===== src/rtl/axi_lite_pkg.sv =====
// Shared AXI-Lite definitions for the register slice: response codes, skid
// buffer state encoding and channel payload width helpers.
package axi_lite_pkg;

    localparam logic [1:0] AXI_OKAY   = 2'b00;
    localparam logic [1:0] AXI_SLVERR = 2'b10;
    localparam logic [1:0] AXI_DECERR = 2'b11;

    localparam int RESP_WIDTH = 2;

    typedef enum logic [1:0] {
        EMPTY,
        ONE,
        FULL
    } skid_state_e;

    function automatic int w_payload_width(input int data_w);
        return data_w + data_w / 8;
    endfunction

    function automatic int r_payload_width(input int data_w);
        return data_w + RESP_WIDTH;
    endfunction

endpackage


===== src/rtl/axi_lite_if.sv =====
// AXI-Lite bundle of all five channels. The master modport drives AW/W/AR and
// the B/R readies; the slave modport is the mirror image.
interface axi_lite_if #(
    parameter int ADDR_WIDTH = 32,
    parameter int DATA_WIDTH = 32
);

    logic                      aw_valid;
    logic                      aw_ready;
    logic [ADDR_WIDTH-1:0]     aw_addr;

    logic                      w_valid;
    logic                      w_ready;
    logic [DATA_WIDTH-1:0]     w_data;
    logic [DATA_WIDTH/8-1:0]   w_strb;

    logic                      b_valid;
    logic                      b_ready;
    logic [1:0]                b_resp;

    logic                      ar_valid;
    logic                      ar_ready;
    logic [ADDR_WIDTH-1:0]     ar_addr;

    logic                      r_valid;
    logic                      r_ready;
    logic [DATA_WIDTH-1:0]     r_data;
    logic [1:0]                r_resp;

    modport master (
        output aw_valid, aw_addr, w_valid, w_data, w_strb, b_ready,
               ar_valid, ar_addr, r_ready,
        input  aw_ready, w_ready, b_valid, b_resp, ar_ready, r_valid,
               r_data, r_resp
    );

    modport slave (
        input  aw_valid, aw_addr, w_valid, w_data, w_strb, b_ready,
               ar_valid, ar_addr, r_ready,
        output aw_ready, w_ready, b_valid, b_resp, ar_ready, r_valid,
               r_data, r_resp
    );

endinterface


===== src/rtl/axi_lite_skid_buf.sv =====
// Generic two-entry valid/ready skid buffer. Every output comes straight from a
// register, so no input reaches an output combinationally.
module axi_lite_skid_buf
    import axi_lite_pkg::*;
#(
    parameter int WIDTH = 32
) (
    input  logic             clk,
    input  logic             rst,
    input  logic             in_valid_i,
    output logic             in_ready_o,
    input  logic [WIDTH-1:0] in_data_i,
    output logic             out_valid_o,
    input  logic             out_ready_i,
    output logic [WIDTH-1:0] out_data_o
);

    skid_state_e      state_q;
    logic [WIDTH-1:0] main_q;
    logic [WIDTH-1:0] skid_q;
    logic             in_ready_q;
    logic             out_valid_q;
    logic             push;
    logic             pop;

    assign push        = in_valid_i & in_ready_q;
    assign pop         = out_valid_q & out_ready_i;
    assign in_ready_o  = in_ready_q;
    assign out_valid_o = out_valid_q;
    assign out_data_o  = main_q;

    // main_q only changes when empty or popped, which keeps the payload stable under backpressure
    always_ff @(posedge clk) begin
        if (rst) begin
            state_q     <= EMPTY;
            main_q      <= '0;
            skid_q      <= '0;
            in_ready_q  <= 1'b0;
            out_valid_q <= 1'b0;
        end else begin
            unique case (state_q)
                EMPTY: begin
                    in_ready_q <= 1'b1;
                    if (push) begin
                        main_q      <= in_data_i;
                        out_valid_q <= 1'b1;
                        state_q     <= ONE;
                    end
                end
                ONE: begin
                    if (push && pop) begin
                        main_q <= in_data_i;
                    end else if (push) begin
                        skid_q     <= in_data_i;
                        in_ready_q <= 1'b0;
                        state_q    <= FULL;
                    end else if (pop) begin
                        out_valid_q <= 1'b0;
                        state_q     <= EMPTY;
                    end
                end
                FULL: begin
                    if (pop) begin
                        main_q     <= skid_q;
                        in_ready_q <= 1'b1;
                        state_q    <= ONE;
                    end
                end
                default: begin
                    state_q     <= EMPTY;
                    in_ready_q  <= 1'b0;
                    out_valid_q <= 1'b0;
                end
            endcase
        end
    end

endmodule


===== src/rtl/axi_lite_reg_slice.sv =====
// Full-throughput AXI-Lite register slice: one skid buffer per channel.
// Define AXIL_SLICE_STATS_EN to add the wr_cnt/rd_cnt response counters.
module axi_lite_reg_slice
    import axi_lite_pkg::*;
#(
    parameter int ADDR_WIDTH = 32,
    parameter int DATA_WIDTH = 32
) (
    input  logic        clk,
    input  logic        rst,
    axi_lite_if.slave   up,
    axi_lite_if.master  dn
`ifdef AXIL_SLICE_STATS_EN
    ,
    output logic [31:0] wr_cnt,
    output logic [31:0] rd_cnt
`endif
);

    localparam int W_WIDTH = w_payload_width(DATA_WIDTH);
    localparam int R_WIDTH = r_payload_width(DATA_WIDTH);

    logic [W_WIDTH-1:0] w_in;
    logic [W_WIDTH-1:0] w_out;
    logic [R_WIDTH-1:0] r_in;
    logic [R_WIDTH-1:0] r_out;

    assign w_in                  = {up.w_data, up.w_strb};
    assign {dn.w_data, dn.w_strb} = w_out;
    assign r_in                  = {dn.r_data, dn.r_resp};
    assign {up.r_data, up.r_resp} = r_out;

    axi_lite_skid_buf #(.WIDTH(ADDR_WIDTH)) u_aw (
        .clk         (clk),
        .rst         (rst),
        .in_valid_i  (up.aw_valid),
        .in_ready_o  (up.aw_ready),
        .in_data_i   (up.aw_addr),
        .out_valid_o (dn.aw_valid),
        .out_ready_i (dn.aw_ready),
        .out_data_o  (dn.aw_addr)
    );

    axi_lite_skid_buf #(.WIDTH(W_WIDTH)) u_w (
        .clk         (clk),
        .rst         (rst),
        .in_valid_i  (up.w_valid),
        .in_ready_o  (up.w_ready),
        .in_data_i   (w_in),
        .out_valid_o (dn.w_valid),
        .out_ready_i (dn.w_ready),
        .out_data_o  (w_out)
    );

    // Response channels run in the reverse direction, target towards bridge
    axi_lite_skid_buf #(.WIDTH(RESP_WIDTH)) u_b (
        .clk         (clk),
        .rst         (rst),
        .in_valid_i  (dn.b_valid),
        .in_ready_o  (dn.b_ready),
        .in_data_i   (dn.b_resp),
        .out_valid_o (up.b_valid),
        .out_ready_i (up.b_ready),
        .out_data_o  (up.b_resp)
    );

    axi_lite_skid_buf #(.WIDTH(ADDR_WIDTH)) u_ar (
        .clk         (clk),
        .rst         (rst),
        .in_valid_i  (up.ar_valid),
        .in_ready_o  (up.ar_ready),
        .in_data_i   (up.ar_addr),
        .out_valid_o (dn.ar_valid),
        .out_ready_i (dn.ar_ready),
        .out_data_o  (dn.ar_addr)
    );

    axi_lite_skid_buf #(.WIDTH(R_WIDTH)) u_r (
        .clk         (clk),
        .rst         (rst),
        .in_valid_i  (dn.r_valid),
        .in_ready_o  (dn.r_ready),
        .in_data_i   (r_in),
        .out_valid_o (up.r_valid),
        .out_ready_i (up.r_ready),
        .out_data_o  (r_out)
    );

`ifdef AXIL_SLICE_STATS_EN
    logic [31:0] wr_cnt_q;
    logic [31:0] rd_cnt_q;

    // Counters wrap naturally at 2^32
    always_ff @(posedge clk) begin
        if (rst) begin
            wr_cnt_q <= '0;
            rd_cnt_q <= '0;
        end else begin
            if (up.b_valid && up.b_ready) begin
                wr_cnt_q <= wr_cnt_q + 32'd1;
            end
            if (up.r_valid && up.r_ready) begin
                rd_cnt_q <= rd_cnt_q + 32'd1;
            end
        end
    end

    assign wr_cnt = wr_cnt_q;
    assign rd_cnt = rd_cnt_q;
`endif

endmodule

===== src/flat_wrapper.sv =====
// flat-port wrapper written by rule: the top's interface ports become plain ports
module axi_lite_reg_slice_flat import axi_lite_pkg::*;
#(
    parameter int ADDR_WIDTH = 32,
    parameter int DATA_WIDTH = 32
)
  (clk, rst, up_aw_valid, up_aw_addr, up_w_valid, up_w_data, up_w_strb, up_b_ready, up_ar_valid, up_ar_addr, up_r_ready, up_aw_ready, up_w_ready, up_b_valid, up_b_resp, up_ar_ready, up_r_valid, up_r_data, up_r_resp, dn_aw_valid, dn_aw_addr, dn_w_valid, dn_w_data, dn_w_strb, dn_b_ready, dn_ar_valid, dn_ar_addr, dn_r_ready, dn_aw_ready, dn_w_ready, dn_b_valid, dn_b_resp, dn_ar_ready, dn_r_valid, dn_r_data, dn_r_resp);
  axi_lite_if #(.ADDR_WIDTH(ADDR_WIDTH), .DATA_WIDTH(DATA_WIDTH)) up_i ();
  axi_lite_if #(.ADDR_WIDTH(ADDR_WIDTH), .DATA_WIDTH(DATA_WIDTH)) dn_i ();
  input  logic clk;
  input  logic rst;
  input wire logic [$bits(up_i.aw_valid)-1:0] up_aw_valid;
  input wire logic [$bits(up_i.aw_addr)-1:0] up_aw_addr;
  input wire logic [$bits(up_i.w_valid)-1:0] up_w_valid;
  input wire logic [$bits(up_i.w_data)-1:0] up_w_data;
  input wire logic [$bits(up_i.w_strb)-1:0] up_w_strb;
  input wire logic [$bits(up_i.b_ready)-1:0] up_b_ready;
  input wire logic [$bits(up_i.ar_valid)-1:0] up_ar_valid;
  input wire logic [$bits(up_i.ar_addr)-1:0] up_ar_addr;
  input wire logic [$bits(up_i.r_ready)-1:0] up_r_ready;
  output wire logic [$bits(up_i.aw_ready)-1:0] up_aw_ready;
  output wire logic [$bits(up_i.w_ready)-1:0] up_w_ready;
  output wire logic [$bits(up_i.b_valid)-1:0] up_b_valid;
  output wire logic [$bits(up_i.b_resp)-1:0] up_b_resp;
  output wire logic [$bits(up_i.ar_ready)-1:0] up_ar_ready;
  output wire logic [$bits(up_i.r_valid)-1:0] up_r_valid;
  output wire logic [$bits(up_i.r_data)-1:0] up_r_data;
  output wire logic [$bits(up_i.r_resp)-1:0] up_r_resp;
  output wire logic [$bits(dn_i.aw_valid)-1:0] dn_aw_valid;
  output wire logic [$bits(dn_i.aw_addr)-1:0] dn_aw_addr;
  output wire logic [$bits(dn_i.w_valid)-1:0] dn_w_valid;
  output wire logic [$bits(dn_i.w_data)-1:0] dn_w_data;
  output wire logic [$bits(dn_i.w_strb)-1:0] dn_w_strb;
  output wire logic [$bits(dn_i.b_ready)-1:0] dn_b_ready;
  output wire logic [$bits(dn_i.ar_valid)-1:0] dn_ar_valid;
  output wire logic [$bits(dn_i.ar_addr)-1:0] dn_ar_addr;
  output wire logic [$bits(dn_i.r_ready)-1:0] dn_r_ready;
  input wire logic [$bits(dn_i.aw_ready)-1:0] dn_aw_ready;
  input wire logic [$bits(dn_i.w_ready)-1:0] dn_w_ready;
  input wire logic [$bits(dn_i.b_valid)-1:0] dn_b_valid;
  input wire logic [$bits(dn_i.b_resp)-1:0] dn_b_resp;
  input wire logic [$bits(dn_i.ar_ready)-1:0] dn_ar_ready;
  input wire logic [$bits(dn_i.r_valid)-1:0] dn_r_valid;
  input wire logic [$bits(dn_i.r_data)-1:0] dn_r_data;
  input wire logic [$bits(dn_i.r_resp)-1:0] dn_r_resp;
  assign up_i.aw_valid = up_aw_valid;
  assign up_i.aw_addr = up_aw_addr;
  assign up_i.w_valid = up_w_valid;
  assign up_i.w_data = up_w_data;
  assign up_i.w_strb = up_w_strb;
  assign up_i.b_ready = up_b_ready;
  assign up_i.ar_valid = up_ar_valid;
  assign up_i.ar_addr = up_ar_addr;
  assign up_i.r_ready = up_r_ready;
  assign up_aw_ready = up_i.aw_ready;
  assign up_w_ready = up_i.w_ready;
  assign up_b_valid = up_i.b_valid;
  assign up_b_resp = up_i.b_resp;
  assign up_ar_ready = up_i.ar_ready;
  assign up_r_valid = up_i.r_valid;
  assign up_r_data = up_i.r_data;
  assign up_r_resp = up_i.r_resp;
  assign dn_aw_valid = dn_i.aw_valid;
  assign dn_aw_addr = dn_i.aw_addr;
  assign dn_w_valid = dn_i.w_valid;
  assign dn_w_data = dn_i.w_data;
  assign dn_w_strb = dn_i.w_strb;
  assign dn_b_ready = dn_i.b_ready;
  assign dn_ar_valid = dn_i.ar_valid;
  assign dn_ar_addr = dn_i.ar_addr;
  assign dn_r_ready = dn_i.r_ready;
  assign dn_i.aw_ready = dn_aw_ready;
  assign dn_i.w_ready = dn_w_ready;
  assign dn_i.b_valid = dn_b_valid;
  assign dn_i.b_resp = dn_b_resp;
  assign dn_i.ar_ready = dn_ar_ready;
  assign dn_i.r_valid = dn_r_valid;
  assign dn_i.r_data = dn_r_data;
  assign dn_i.r_resp = dn_r_resp;
  axi_lite_reg_slice #(.ADDR_WIDTH(ADDR_WIDTH), .DATA_WIDTH(DATA_WIDTH)) u_core (.clk(clk), .rst(rst), .up(up_i), .dn(dn_i));
endmodule

===== config.mk =====
export PLATFORM = sky130hd
export DESIGN_NAME = axi_lite_reg_slice_flat
export DESIGN_NICKNAME = d
export VERILOG_FILES = /design/src/rtl/axi_lite_pkg.sv /design/src/rtl/axi_lite_if.sv /design/src/rtl/axi_lite_skid_buf.sv /design/src/rtl/axi_lite_reg_slice.sv /design/src/flat_wrapper.sv
export SDC_FILE = /design/constraint.sdc
export NUM_CORES = 1
export LEC_CHECK = 0
export ABC_AREA = 1
export BUFFER_PORTS_ARGS = -buffer_cell sky130_fd_sc_hd__buf_2
export CELL_PAD_IN_SITES_DETAIL_PLACEMENT = 2
export CELL_PAD_IN_SITES_GLOBAL_PLACEMENT = 2
export CORE_AREA = 4 4 222 224
export CTS_CLUSTER_SIZE = 8
export DETAILED_ROUTE_END_ITERATION = 16
export DIE_AREA = 0 0 226 228
export PLACE_DENSITY = 0.8
export SETUP_SLACK_MARGIN = 0.1
export SYNTH_ARGS = -nofsm -noshare
export SYNTH_HDL_FRONTEND = slang
export SYNTH_SLANG_ARGS = --single-unit

===== constraint.sdc =====
create_clock -name clk -period 1.6 [get_ports clk]
set_clock_uncertainty 0.1 [all_clocks]
set_input_delay 0.16 -clock clk [delete_from_list [all_inputs] [get_ports clk]]
set_output_delay 0.16 -clock clk [all_outputs]
set_load 0.02 [all_outputs]

# Word level (Yosys, flattened, before mapping)
# Index checks and enable logic that the tools add are counted.
[classes]
mux = 95
n_eq_ne = 50
bitwise_logic = 20
n_reduce_logical = 40
[op_table]
columns = ["cell", "n"]
rows = [
  ["32-bit 2-to-1 mux", 6],
  ["32-bit one-hot mux with 3 select lines", 2],
  ["36-bit 2-to-1 mux", 3],
  ["36-bit one-hot mux with 3 select lines", 1],
  ["34-bit 2-to-1 mux", 3],
  ["34-bit one-hot mux with 3 select lines", 1],
  ["2-bit != test, second input constant", 35],
  ["2-bit 2-to-1 mux", 28],
  ["4-bit AND reduction", 10],
  ["2-bit one-hot mux with 3 select lines", 6],
  ["1-bit 2-to-1 mux", 35],
  ["1-bit one-hot mux with 3 select lines", 10],
  ["3-bit AND reduction", 10],
  ["5-bit AND reduction", 5],
  ["3-bit != test, second input constant", 5],
  ["3-bit nonzero test", 5],
  ["1-bit AND", 10],
  ["2-bit by 1-bit equality test with 1-bit output, second input constant", 5],
  ["2-bit equality test, second input constant", 5],
  ["2-bit zero test", 5],
  ["1-bit NOT", 10],
  ["1-bit logical AND", 5],
]
[word_totals]
out_inout_bits = 146
reg_bits = 292

# Longest topological paths before layout
[logic_depth]
ltp_word = 5
depth_mapped = 11
mapped_depth_nobuf = 8

# Modules after synthesis
# From an unflattened synthesis, not the netlist that was laid out.
[hier_totals]
hier_cells = 2151
hier_area_um2 = 14148.6
[modules_own_cells]
columns = ["module", "area_each_um2", "seq_area_each_um2", "cells_each", "n_inst"]
rows = [
  ["axi_lite_skid_buf (u_core.u_ar ...)", 3245.6, 1361.3, 500, 2],
  ["axi_lite_skid_buf (u_core.u_w)", 3728.6, 1521.5, 556, 1],
  ["axi_lite_skid_buf (u_core.u_r)", 3504.6, 1441.4, 528, 1],
  ["axi_lite_skid_buf (u_core.u_b)", 424.2, 160.2, 67, 1],
]

# Worst setup path before layout
# No wires, ideal clock.
[synth_path]
path_kind = "reg-to-reg"
startpoint = "register u_core.u_aw.out_valid_q, in the netlist u_core.u_aw.out_valid_o"
endpoint = "register u_core.u_aw.main_q[10], in the netlist u_core.u_aw.out_data_o[10]"
period_less_slack_ns = 1.557
n_path_buf = 2
path_slack_ns = 0.043
path_stages_with_launch = 10
arrival_ns = 1.342
cell_sequence = "dfxtp_1 -> nand2_1 -> buf_2 -> nand2_1 -> nand2_1 -> inv_2 -> clkbuf_1 -> nand3_1 -> nand2_1 -> nor2_1"
[synth_via]
elab_chain_len = 4
[synth_lines]
columns = ["element", "line", "rtl"]
rows = [
  ["start, declared", "axi_lite_skid_buf.sv:22", "logic out_valid_q;"],
  ["start signal, assigned", "axi_lite_skid_buf.sv:39", "out_valid_q <= 1'b0;"],
  ["start signal, assigned", "axi_lite_skid_buf.sv:46", "out_valid_q <= 1'b1;"],
  ["start signal, assigned", "axi_lite_skid_buf.sv:58", "out_valid_q <= 1'b0;"],
  ["1-bit AND *", "axi_lite_skid_buf.sv:27", "assign pop = out_valid_q & out_ready_i;"],
  ["1-bit logical AND", "axi_lite_skid_buf.sv:51", "if (push && pop) begin"],
  ["2-bit != test (no source line)", "-", ""],
  ["4-bit AND reduction (no source line) *", "-", ""],
  ["end signal, assigned", "axi_lite_skid_buf.sv:45", "main_q <= in_data_i;"],
  ["end signal, assigned", "axi_lite_skid_buf.sv:52", "main_q <= in_data_i;"],
  ["end signal, assigned", "axi_lite_skid_buf.sv:64", "main_q <= skid_q;"],
  ["end, declared", "axi_lite_skid_buf.sv:19", "logic [WIDTH-1:0] main_q;"],
]
# Mark *: on every way between the ends. The rest lies on a longest branch, timed or not.
# A chain may end at the register's enable or synchronous reset.

# Final worst setup path
[layout_path]
startpoint = "register u_core.u_w.state_q[0]"
endpoint = "register u_core.u_w.skid_q[32]"
[layout_via]
elab_chain_len = 2
[layout_lines]
columns = ["element", "line", "rtl"]
rows = [
  ["start, declared", "axi_lite_skid_buf.sv:18", "skid_state_e state_q;"],
  ["start signal, assigned", "axi_lite_skid_buf.sv:35", "state_q <= EMPTY;"],
  ["start signal, assigned", "axi_lite_skid_buf.sv:47", "state_q <= ONE;"],
  ["start signal, assigned", "axi_lite_skid_buf.sv:56", "state_q <= FULL;"],
  ["2-bit by 1-bit equality test with 1-bit output", "axi_lite_skid_buf.sv:41", "unique case (state_q)"],
  ["3-bit AND reduction (no source line)", "-", ""],
  ["end signal, assigned", "axi_lite_skid_buf.sv:54", "skid_q <= in_data_i;"],
  ["end, declared", "axi_lite_skid_buf.sv:20", "logic [WIDTH-1:0] skid_q;"],
]
# Every way passes these cells.

==> reports/results.md <==
| Result | This run | Unit |
|:---|:---|:---|
| Fraction of layout instances using a drive strength above 1 | 0.2757 | - |
| FMAX | 0.6077 | GHz |
| Critical path required time | 1910 | ps |
| Yosys top cell by area | dfxtp_1 | - |
| IO Pins | 294 | - |
| Class of the worst hold path | in2reg | - |
| Endpoint kind of the worst setup timing path | register | - |
| Count of input and output buffers | 293 | - |
| Dominant delay contributor by cell family on the critical path | simple AND/OR/NAND/NOR gates | - |
| Height of the die | 228 | µm |
| Crit path launch | u_core.u_w.state_q[0] | - |
| Final routed DRC violation total | 0 | - |
| Routability Congestion | 0.7957 | - |
| First-pass GRT wire length | 101700 | µm |
| Post-route insts no fill | 3179 | - |
| Min-Delay Startpoint | up_w_valid | - |
| CP max FO | 7 | - |
| Power Density | 1692 | nW/µm² |
| Place WS | -124.2 | ps |
| Final total power | 35.62 | mW |
| Setup ws final | -45.50 | ps |
| CP Class | reg2reg | - |
| Most common cell in the synthesized netlist | nand2_1 | - |
| Via count of the first global-routing pass | 18010 | - |
| Run status | finished with violations | - |
| TritonCTS sink count | 292 | - |
| Max-cap violations | 0 | - |
| Post-layout util | 0.4446 | - |
| Bufs and invs on worst path | 2 | - |
| Type of origin of the critical path | register | - |
| Average instance area after synthesis | 6.532 | µm² |
| Total global routing overflow | 0 | - |
| Minimum hold slack | -11.70 | ps |
| CTS tree | done | - |
| Placement row count | 80 | - |
| Starting density of the core | 0.2864 | - |
| Ys flop type | dfxtp_1 | - |
| Total core area | 47350 | µm² |
| Commonest cells in the synthesized netlist | nand2_1 (572), nand3_1 (319), dfxtp_1 (292) | - |
| Violations in the final reports | hold timing, setup timing | - |
| Instance count after placement with tap cells included | 2889 | - |
| Final-report max-slew violation count | 0 | - |
| Worst-Skew Late Latency | 570 | ps |
| Root buf cell | clkbuf_16 | - |
| List of cells traversed by the critical path | buf_8 -> nand2_4 -> nor2_4 -> nand2_4 -> clkbuf_16 -> nand2_2 -> a21oi_1 | - |
| Async set-reset flop share out of synthesis | 0 | - |
| Most area-consuming cells after synthesis | dfxtp_1 (43%), nand2_1 (16%), nand3_1 (12%) | - |
| Largest voltage drop on the vdd net | 0.0008653 | V |
| Per-cell routed wire length | 25.86 | µm |
| Cell with the biggest individual delay on the critical path | dfxtp_2 | - |
| Storage cell area | 5888 | µm² |
| Post-route minimum period | 1645 | ps |
| Leakage power summed over all cells | 9.817 | nW |
| Top-area cell type share of the netlist area | 0.4311 | - |
| Wire length reported by the detailed router | 82210 | µm |
| Buffer depth of the longest clock path | 3 | - |
| Fillers | 5244 | - |
| Final count of negative-setup-slack endpoints | 16 | - |
| Total clock buffers created by CTS | 42 | - |
| Reg-to-reg startpoint | u_core.u_w.state_q[0] | - |
| DR pass1 iterations | 5 | - |
| Number of nets in the layout | 2701 | - |
| Critical Path AT | 1950 | ps |
| Maximum level of the CTS H-tree | 2 | - |
| Iter 0 DRT Violations | 935 | - |
| Pin count of the biggest net entering global routing | 116 | - |
| Tcrit/Tclk final | 1.028 | - |
| Final ANT Viol Nets | 0 | - |
| Post-Synthesis Net Count | 2224 | - |
| Flip-flop and latch count after synthesis | 292 | - |
| Total number of vias | 17200 | - |
| Netlist area before placement | 13560 | µm² |
| Worst slew margin | 0.5278 | - |
| Worst Tran Pin Value | 708.3 | ps |
| Post-CTS clock slew at the launch and capture registers of the worst setup and hold paths | 60 | ps |
| Setup repair after global routing missed its margin | true | - |
| Cell mode on critical path | nand2_4 | - |
| Die X | 226 | µm |
| Largest stage delay on the critical path | 370 | ps |
| Initial antenna violation count | 9 | - |
| Count of flip-flops with a built-in enable after synthesis | 0 | - |
| Total routing usage reported by global routing | 0.2451 | - |
| Via count normalized by instance count | 5.409 | - |
| Signed area change from the synthesized netlist to the final layout | 55.24 | % |
| Total count of hold-check failures in the final report | 1 | - |
| Cell count after synthesis | 2076 | - |
| Multi-input combinational cell area | 7066 | µm² |
| Die footprint | 51530 | µm² |
| Synth unique cells | 23 | - |
| Number of warning messages in the yosys log | 0 | - |
| Detailed Place HPWL | 35770 | µm |
| Sequential element share of the synthesized area | 0.4311 | - |
worst min-delay path, cell delays in order:
cell and delay [ps]:
buf_2 120, nand2_4 110, inv_2 70, nand2_1 70, a21oi_1 70
kinds of logic (layout without fill, tap and decap cells):
| kind of cell | count (synthesis) | after routing | synth area share |
|---|---|---|---|
| flops | 292 | 292 | 0.4311 |
| compound gates | 334 | 334 | 0.1244 |
| buf+inv | 352 | 832 | 0.1084 |
| simple gates | 1098 | 1099 | 0.3361 |
| other cells | 0 | 7 | 0 |
sequential cells by signal, indices dropped and copies added, names as in the netlist, 32 cells and up:
name and cells:
u_core.u_ar.out_data_o 32, u_core.u_ar.skid_q 32, u_core.u_aw.skid_q 32, u_core.u_w.out_data_o 36, u_core.u_r.out_data_o 34, u_core.u_aw.out_data_o 32, u_core.u_r.skid_q 34, u_core.u_w.skid_q 36
placed cells by master, fill, tap and decap left out, drive strengths merged:
cell and instances:
bufbuf 1, clkbuf 80, o22ai 1, dfxtp 292
a21oi 257, nand2 575, nor3 4, diode 7
nand3b 2, nand3 319, o21bai 1, inv 195
buf 407, dlygate4sd3 147, o21ai 73, nor2 199
clkinv 1, clkinvlp 1, a211oi 2
report_power, final:
group	internal, mW	total (mW)	switching, mW	leakage, nW
clock	4.70	8.35	3.65	0.543
combinational	6.70	17.0	10.3	6.88
sequential	8.87	10.2	1.36	2.39
total	20.3	35.6	15.4	9.82
stage by stage:
stage | hold WS (ps) | instance area, µm² | TNS, ps
2_1_floorplan | 224.4 | 13570 | 0
3_3_place_gp | 331.3 | 15840 | -17.40
3_5_place_dp | 340.5 | 15840 | -3935
4_1_cts | 35.24 | 18980 | 0
5_1_grt | 16.20 | 21050 | -1179
6_report | -11.70 | 21050 | -280.2
per-layer routing:
layer / track usage / vias to the layer above / part of all wire
met2: 0.4520 / 675 / 0.52
met1: 0.2781 / 8691 / 0.38
li1: - / 7565 / -
met5: 0 / - / 0.00022
met3: 0.04037 / 261 / 0.050
met4: 0.09973 / 4 / 0.049
worst paths after layout:
| check | endpoint | slack, ps | depth (start not counted) |
|---|---|---|---|
| worst min register to register | u_core.u_r.skid_q[9] | 350 | 2 |
| worst min-delay path | u_core.u_w.out_valid_o | -10 | 5 |
| worst max-delay path | u_core.u_w.skid_q[32] | -50 | 7 |
| worst max register to register | u_core.u_w.skid_q[32] | -50 | 7 |
cell type report:
cell class | instances | share of cell area
Multi-Input combinational cell | 1433 | 0.3356
Sequential cell | 292 | 0.2797
Antenna cell | 7 | 0.0008321
Clock buffer | 45 | 0.05094
Tap cell | 615 | 0.03655
Clock inverter | 3 | 0.001605
Timing Repair Buffer | 590 | 0.2576
Inverter | 194 | 0.03715
timing repair:
| item | in CTS | in global routing |
|---|---|---|
| pin swaps | 3 | 52 |
| hold buffers | 147 | 0 |
| cloned | 10 | 44 |
| gates resized for setup | 75 | 283 |
| hold endpoints to repair | 275 | 0 |
| buffers inserted | 9 | 25 |
| endpoints found under the setup margin | 222 | 272 |
(Power assumes the default switching activity.)
